===== src/rtl/asip_pkg.sv =====
// Constants shared by the immediate packer and the Extender decoder.
// Both sides import these so the field placement cannot drift apart.
package asip_pkg;

  typedef enum logic [1:0] {FMT_NONE, FMT_I19, FMT_I23, FMT_I27} imm_fmt_t;

  localparam int OPC_W   = 5;
  localparam int FIELD_W = 27;
  localparam int REGS_W  = 8;
  localparam int WORD_W  = 32;

  localparam int I19_W  = 19;
  localparam int I23_W  = 23;
  localparam int I27_W  = 27;
  localparam int I19_SH = 8;
  localparam int I23_SH = 4;
  localparam int I27_SH = 0;

  // True when imm has no bit set at or above position w.
  function automatic logic imm_fits(input logic [31:0] imm, input int unsigned w);
    return (imm >> w) == 32'd0;
  endfunction

endpackage


===== src/rtl/imm_packer_if.sv =====
// Request and output handshake bundle of the immediate packer.
// master drives requests and the output ready; slave is the packer.
interface imm_packer_if;
  import asip_pkg::*;

  logic                in_valid;
  logic                in_ready;
  logic [OPC_W-1:0]    opcode;
  imm_fmt_t            sel;
  logic [REGS_W-1:0]   regs;
  logic [31:0]         imm;
  logic                out_valid;
  logic                out_ready;
  logic [WORD_W-1:0]   out_word;

  modport master (
    output in_valid, opcode, sel, regs, imm, out_ready,
    input  in_ready, out_valid, out_word
  );

  modport slave (
    input  in_valid, opcode, sel, regs, imm, out_ready,
    output in_ready, out_valid, out_word
  );
endinterface


===== src/rtl/sync_fifo.sv =====
// Small synchronous FIFO; when empty the read port keeps showing the last
// popped entry so the output word never changes without a pop.
module sync_fifo #(
  parameter int DEPTH = 2,
  parameter int W     = 32
) (
  input  logic         clk,
  input  logic         rst_n,
  input  logic         push_i,
  input  logic         pop_i,
  input  logic [W-1:0] wdata_i,
  output logic [W-1:0] rdata_o,
  output logic         full_o,
  output logic         empty_o
);
  localparam int AW = (DEPTH > 1) ? $clog2(DEPTH) : 1;
  localparam int CW = $clog2(DEPTH) + 1;

  logic [W-1:0]  mem_q [DEPTH];
  logic [AW-1:0] wr_ptr_q;
  logic [AW-1:0] rd_ptr_q;
  logic [CW-1:0] count_q;
  logic [W-1:0]  last_q;
  logic          do_push;
  logic          do_pop;

  assign full_o  = (count_q == CW'(DEPTH));
  assign empty_o = (count_q == '0);
  assign do_pop  = pop_i && !empty_o;
  assign do_push = push_i && (!full_o || do_pop);
  assign rdata_o = empty_o ? last_q : mem_q[rd_ptr_q];

  // Storage, pointers (wrap modulo DEPTH) and occupancy count.
  always_ff @(posedge clk or negedge rst_n) begin
    if (!rst_n) begin
      for (int i = 0; i < DEPTH; i++) begin
        mem_q[i] <= '0;
      end
      wr_ptr_q <= '0;
      rd_ptr_q <= '0;
      count_q  <= '0;
      last_q   <= '0;
    end else begin
      if (do_push) begin
        mem_q[wr_ptr_q] <= wdata_i;
        wr_ptr_q        <= wr_ptr_q + AW'(1);
      end
      if (do_pop) begin
        last_q   <= mem_q[rd_ptr_q];
        rd_ptr_q <= rd_ptr_q + AW'(1);
      end
      case ({do_push, do_pop})
        2'b10:   count_q <= count_q + CW'(1);
        2'b01:   count_q <= count_q - CW'(1);
        default: count_q <= count_q;
      endcase
    end
  end
endmodule


===== src/rtl/imm_packer.sv =====
// Packs opcode, register fields and an immediate into an ASIP word, drops
// out-of-range immediates with an error pulse and buffers words in a FIFO.
module imm_packer
  import asip_pkg::*;
#(
  parameter int DEPTH = 2,
  parameter int ERRW  = 8
) (
  input  logic            clk,
  input  logic            rst_n,
  imm_packer_if.slave     bus,
  output logic            err_pulse,
  output logic [ERRW-1:0] err_count
);
  logic [FIELD_W-1:0] field_d;
  logic               illegal_d;
  logic [ERRW-1:0]    err_count_d;
  logic [ERRW-1:0]    err_count_q;
  logic               err_pulse_q;
  logic               ready_en_q;
  logic               accept;
  logic               pop;
  logic               push;
  logic               full;
  logic               empty;

  // Field placement is the exact inverse of the Extender decode.
  always_comb begin
    field_d   = {19'b0, bus.regs};
    illegal_d = 1'b0;
    case (bus.sel)
      FMT_I19: begin
        field_d   = {bus.imm[18:0], bus.regs};
        illegal_d = !imm_fits(bus.imm, I19_W);
      end
      FMT_I23: begin
        field_d   = {bus.imm[22:0], bus.regs[3:0]};
        illegal_d = !imm_fits(bus.imm, I23_W);
      end
      FMT_I27: begin
        field_d   = bus.imm[26:0];
        illegal_d = !imm_fits(bus.imm, I27_W);
      end
      default: begin
        field_d   = {19'b0, bus.regs};
        illegal_d = 1'b0;
      end
    endcase
  end

  assign pop          = bus.out_valid && bus.out_ready;
  assign bus.in_ready = ready_en_q && (!full || pop);
  assign accept       = bus.in_valid && bus.in_ready;
  assign push         = accept && !illegal_d;
  assign bus.out_valid = !empty;

  // Saturating count of dropped requests.
  always_comb begin
    err_count_d = err_count_q;
    if (accept && illegal_d && (err_count_q != {ERRW{1'b1}})) begin
      err_count_d = err_count_q + ERRW'(1);
    end else begin
      err_count_d = err_count_q;
    end
  end

  // Ready enable, error pulse and error counter registers.
  always_ff @(posedge clk or negedge rst_n) begin
    if (!rst_n) begin
      ready_en_q  <= 1'b0;
      err_pulse_q <= 1'b0;
      err_count_q <= '0;
    end else begin
      ready_en_q  <= 1'b1;
      err_pulse_q <= accept && illegal_d;
      err_count_q <= err_count_d;
    end
  end

  assign err_pulse = err_pulse_q;
  assign err_count = err_count_q;

  sync_fifo #(.DEPTH(DEPTH), .W(WORD_W)) u_fifo (
    .clk     (clk),
    .rst_n   (rst_n),
    .push_i  (push),
    .pop_i   (pop),
    .wdata_i ({bus.opcode, field_d}),
    .rdata_o (bus.out_word),
    .full_o  (full),
    .empty_o (empty)
  );
endmodule


===== src/flat_wrapper.sv =====
// flat-port wrapper written by rule: the top's interface ports become plain ports
module imm_packer_flat import asip_pkg::*;
#(
  parameter int DEPTH = 2,
  parameter int ERRW  = 8
)
  (clk, rst_n, err_pulse, err_count, bus_in_valid, bus_opcode, bus_sel, bus_regs, bus_imm, bus_out_ready, bus_in_ready, bus_out_valid, bus_out_word);
  imm_packer_if bus_i ();
  input  logic clk;
  input  logic rst_n;
  output logic err_pulse;
  output logic [ERRW-1:0] err_count;
  input wire logic [$bits(bus_i.in_valid)-1:0] bus_in_valid;
  input wire logic [$bits(bus_i.opcode)-1:0] bus_opcode;
  input wire logic [$bits(bus_i.sel)-1:0] bus_sel;
  input wire logic [$bits(bus_i.regs)-1:0] bus_regs;
  input wire logic [$bits(bus_i.imm)-1:0] bus_imm;
  input wire logic [$bits(bus_i.out_ready)-1:0] bus_out_ready;
  output wire logic [$bits(bus_i.in_ready)-1:0] bus_in_ready;
  output wire logic [$bits(bus_i.out_valid)-1:0] bus_out_valid;
  output wire logic [$bits(bus_i.out_word)-1:0] bus_out_word;
  assign bus_i.in_valid = bus_in_valid;
  assign bus_i.opcode = bus_opcode;
  assign bus_i.sel = bus_sel;
  assign bus_i.regs = bus_regs;
  assign bus_i.imm = bus_imm;
  assign bus_i.out_ready = bus_out_ready;
  assign bus_in_ready = bus_i.in_ready;
  assign bus_out_valid = bus_i.out_valid;
  assign bus_out_word = bus_i.out_word;
  imm_packer #(.DEPTH(DEPTH), .ERRW(ERRW)) u_core (.clk(clk), .rst_n(rst_n), .bus(bus_i), .err_pulse(err_pulse), .err_count(err_count));
endmodule

===== config.mk =====
export PLATFORM = sky130hd
export DESIGN_NAME = imm_packer_flat
export DESIGN_NICKNAME = d
export VERILOG_FILES = /design/src/rtl/asip_pkg.sv /design/src/rtl/imm_packer_if.sv /design/src/rtl/sync_fifo.sv /design/src/rtl/imm_packer.sv /design/src/flat_wrapper.sv
export SDC_FILE = /design/constraint.sdc
export NUM_CORES = 1
export LEC_CHECK = 0
export BUFFER_PORTS_ARGS = -buffer_cell sky130_fd_sc_hd__clkbuf_2
export CORE_UTILIZATION = 44
export DETAILED_ROUTE_END_ITERATION = 10
export GPL_ROUTABILITY_DRIVEN = 0
export PLACE_DENSITY = 0.67
export SLEW_MARGIN = 20
export SYNTH_ARGS = -nofsm -noshare
export SYNTH_HDL_FRONTEND = slang
export SYNTH_HIERARCHICAL = 1
export SYNTH_SLANG_ARGS = --single-unit

===== constraint.sdc =====
create_clock -name clk -period 2.7 [get_ports clk]
set_input_delay 0.27 -clock clk [delete_from_list [all_inputs] [get_ports clk]]
set_output_delay 0.27 -clock clk [all_outputs]
set_load 0.01 [all_outputs]

==> summary.txt <==
Clock tree
  – Clock Sinks: 110
  – CTS Buf Count: 9
  – Clk slew on worst S/H paths: 0.07 ns
  – Buffers inserted by post-CTS timing repair: 0
  – Post-CTS Resized: 0
  – Root Buffer: clkbuf_16
  – H-tree depth: 3
  – Later-pin clock latency in the skew report: 0.35 ns
  – CTS tree: built
  – Max Buffers Root-to-Sink: 2

Routing
  – Wire per inst: 15.8 um
  – Initial DRC count: 181
  – Number of optimization iterations in the first detailed-route pass: 5
  – Via Count: 3,973
  – DRT antenna net count: 0
  – DR vias/cell: 5.18
  – Routed wire length: 12,100 um
  – DRC violations left: 0

Final layout
  – Layout fillers: 1,125
  – Most common cell after layout, fill and taps aside: dfrtp_1
  – Area grow syn2layout: 17.5%
  – Post-Route Utilization: 0.536
  – Design area: 6490 um^2
  – # diodes: 0
  – Layout cell share with drive strength beyond 1: 0.337
  – Final nets: 648
  – Commonest cells after routing, fill and taps aside: dfrtp_1, clkbuf_2, mux2_2

Worst setup path
  – Setup Crit Path Kind: reg -> reg
  – Setup crit start kind: flip-flop
  – Worst Path Required: 2.93 ns
  – Crit end category: flip-flop
  – CP arrival: 2.67 ns
  – CP max FO: 27

Logic synthesis
  – Yosys warns: 6
  – Top cells by area, synth: dfrtp_1, mux2_2, mux2i_1
  – Post-synth EDFFs: 0
  – Synthesized flop and latch total: 110
  – Post-synth design cell area: 5530 um^2
  – Most area-hungry cell type in the Yosys netlist: dfrtp_1
  – Seq/Total Area, Yosys: 0.498
  – Avg Cell Area, Syn: 10.8 um^2
  – Distinct cells, synth: 36
  – Synth top area share: 0.498
  – Syn Nets: 565
  – Cells after Synth: 512
  – Async SR Flop Fraction: 1.00
  – Top_reg_cell synth: dfrtp_1

Power
  – Leakage Power: 3.12 nW
  – Total power draw: 7.20 mW
  – Pwr/cell area: 1110 nW/um^2
  – Peak supply drop: 0.000790 V

Flow run
  – Max Cap Viol: 0

Global routing
  – Initial antenna violation count: 0
  – Largest net degree at the start of global routing: 65
  – Total track usage: 0.200
  – First-pass GRT wire length: 20,000 um
  – Grt ovf: 0
  – Vias in the first global route: 4,089

Timing
  – Hold violation count in the final report: 0
  – Worst slew pin tran: 0.731 ns
  – Worst Skew: 0.00558 ns
  – Fmax: 0.410 GHz
  – Slew Limit Fails: 0
  – WHS: 0.163 ns
  – Final worst path period share: 0.904
  – Worst rel slew slack: 0.511
  – Min cycle time layout: 2.44 ns
  – Setup-failing EPs final: 0
  – RSZ-0062 raised after global routing: no
  – Final setup TNS: 0 ns

Placed design
  – IO Port Bufs: 93
  – DP Wirelength: 8580 um
  – Post-DP Area: 6160 um^2

Die
  – Initial Utilization: 0.456
  – DIE HEIGHT: 114 um
  – Core outline area: 12,100 um^2
  – Io pins: 94
  – Cell Rows: 40
  – Die X-Extent: 114 um
  – Die area: 13,000 um^2

Outcome
  – Outcome: completed

Worst hold path
  – Worst Hold Class: in -> reg
[timing repair]
| action | in CTS | in global routing |
|---|---|---|
| setup endpoints to repair | 0 | 0 |
| hold endpoints to repair | 43 | 0 |
| hold buffers | 1 | 0 |
[cells by family (layout without fill, tap and decap cells)]
| kind of cell | after synthesis | count (layout) | synth area share |
|---|---|---|---|
| AO/OA/AOI/OAI | 101 | 101 | 0.100 |
| other | 1 | 1 | 0.000678 |
| multiplexers | 117 | 117 | 0.231 |
| adder cells (fa/ha/maj) | 2 | 2 | 0.00453 |
| buffers and inverters | 44 | 131 | 0.0432 |
| AND/OR/NAND/NOR | 127 | 127 | 0.107 |
| flip-flops | 110 | 110 | 0.498 |
| XOR/XNOR | 10 | 10 | 0.0158 |
[registers in the layout (all words and copies together) (netlist names)]
signal / cells
u_core/err_count: 8
u_core/u_fifo/rd_ptr_q: 1
u_core/ready_en_q: 1
u_core/u_fifo/count_q: 2
u_core/u_fifo/last_q: 32
u_core/u_fifo/mem_q: 64
u_core/err_pulse: 1
u_core/u_fifo/wr_ptr_q: 1
[stage by stage]
stage,std cells,worst slack [ns]
2_1_floorplan,512,0.0272
3_3_place_gp,751,0.325
3_5_place_dp,751,0.270
4_1_cts,767,0.239
5_1_grt,767,0.0763
6_report,767,0.260
[Yosys cell counts (2+ instances only)]
cell type / count
clkbuf_1: 8
buf_2: 17
ha_1: 2
nand3_1: 3
nand2b_1: 6
dfrtp_1: 110
a21oi_1: 43
o21ai_0: 46
mux2i_1: 37
nor2_1: 40
nand2_1: 57
a31oi_1: 5
nor3_1: 4
nor4_1: 4
mux2_1: 9
inv_1: 10
xnor2_1: 4
xor2_1: 6
nor3b_4: 2
buf_6: 7
a22o_1: 4
nor2b_1: 3
mux2_2: 70
buf_1: 2
nand4_1: 2
[power breakdown]
group | switching (mW) | internal, mW | total, mW
registers | 0.471 | 2.35 | 2.82
logic | 1.58 | 1.37 | 2.96
clock network | 0.569 | 0.855 | 1.42
total | 2.62 | 4.57 | 7.20
[final timing paths]
kind | slack (ns) | from | depth (start not counted) | to
setup / recovery | 0.26 | u_core/u_fifo/count_q[1]$_DFFE_PN0P_ | 10 | u_core/u_fifo/mem_q[12]$_DFFE_PN0P_
hold / removal | 0.16 | bus_opcode[3] | 2 | u_core/u_fifo/mem_q[62]$_DFFE_PN0P_
setup reg to reg | 0.26 | u_core/u_fifo/count_q[1]$_DFFE_PN0P_ | 10 | u_core/u_fifo/mem_q[12]$_DFFE_PN0P_
hold reg to reg | 0.48 | u_core/u_fifo/last_q[6]$_DFFE_PN0P_ | 2 | u_core/u_fifo/last_q[6]$_DFFE_PN0P_
max in group asynchronous | 1.54 | rst_n | 3 | u_core/u_fifo/last_q[21]$_DFFE_PN0P_
min in group asynchronous | 0.47 | rst_n | 2 | u_core/u_fifo/mem_q[60]$_DFFE_PN0P_
[routing by layer]
metal | vias up | wire length [um] | global-route usage
met5 | - | 0 | 0
met1 | 1931 | 5320 | 0.243
met4 | 0 | 163 | 0.0528
met2 | 86 | 6070 | 0.347
li1 | 1946 | - | -
met3 | 10 | 592 | 0.0572
[cell type report]
type,count,area (um^2),area share
repair buffers,106,618,0.0952
inverters,10,37.5,0.00578
well taps,168,210,0.0324
clock inverters,4,70.1,0.0108
flip-flops and latches,110,2750,0.424
multi-input cells,358,2550,0.393
clock buffers,11,253,0.0389
[critical path, stage by stage, from the launching register on]
cell and delay (ns):
dfrtp_1 0.46, or2_2 0.17, inv_1 0.06, nor2b_2 0.13
o21a_1 0.19, nand2_1 0.15, nor2b_1 0.22, nand2_1 0.12
nor2_4 0.22, buf_12 0.23, mux2_2 0.36
Power figures use the tool's default switching activity.
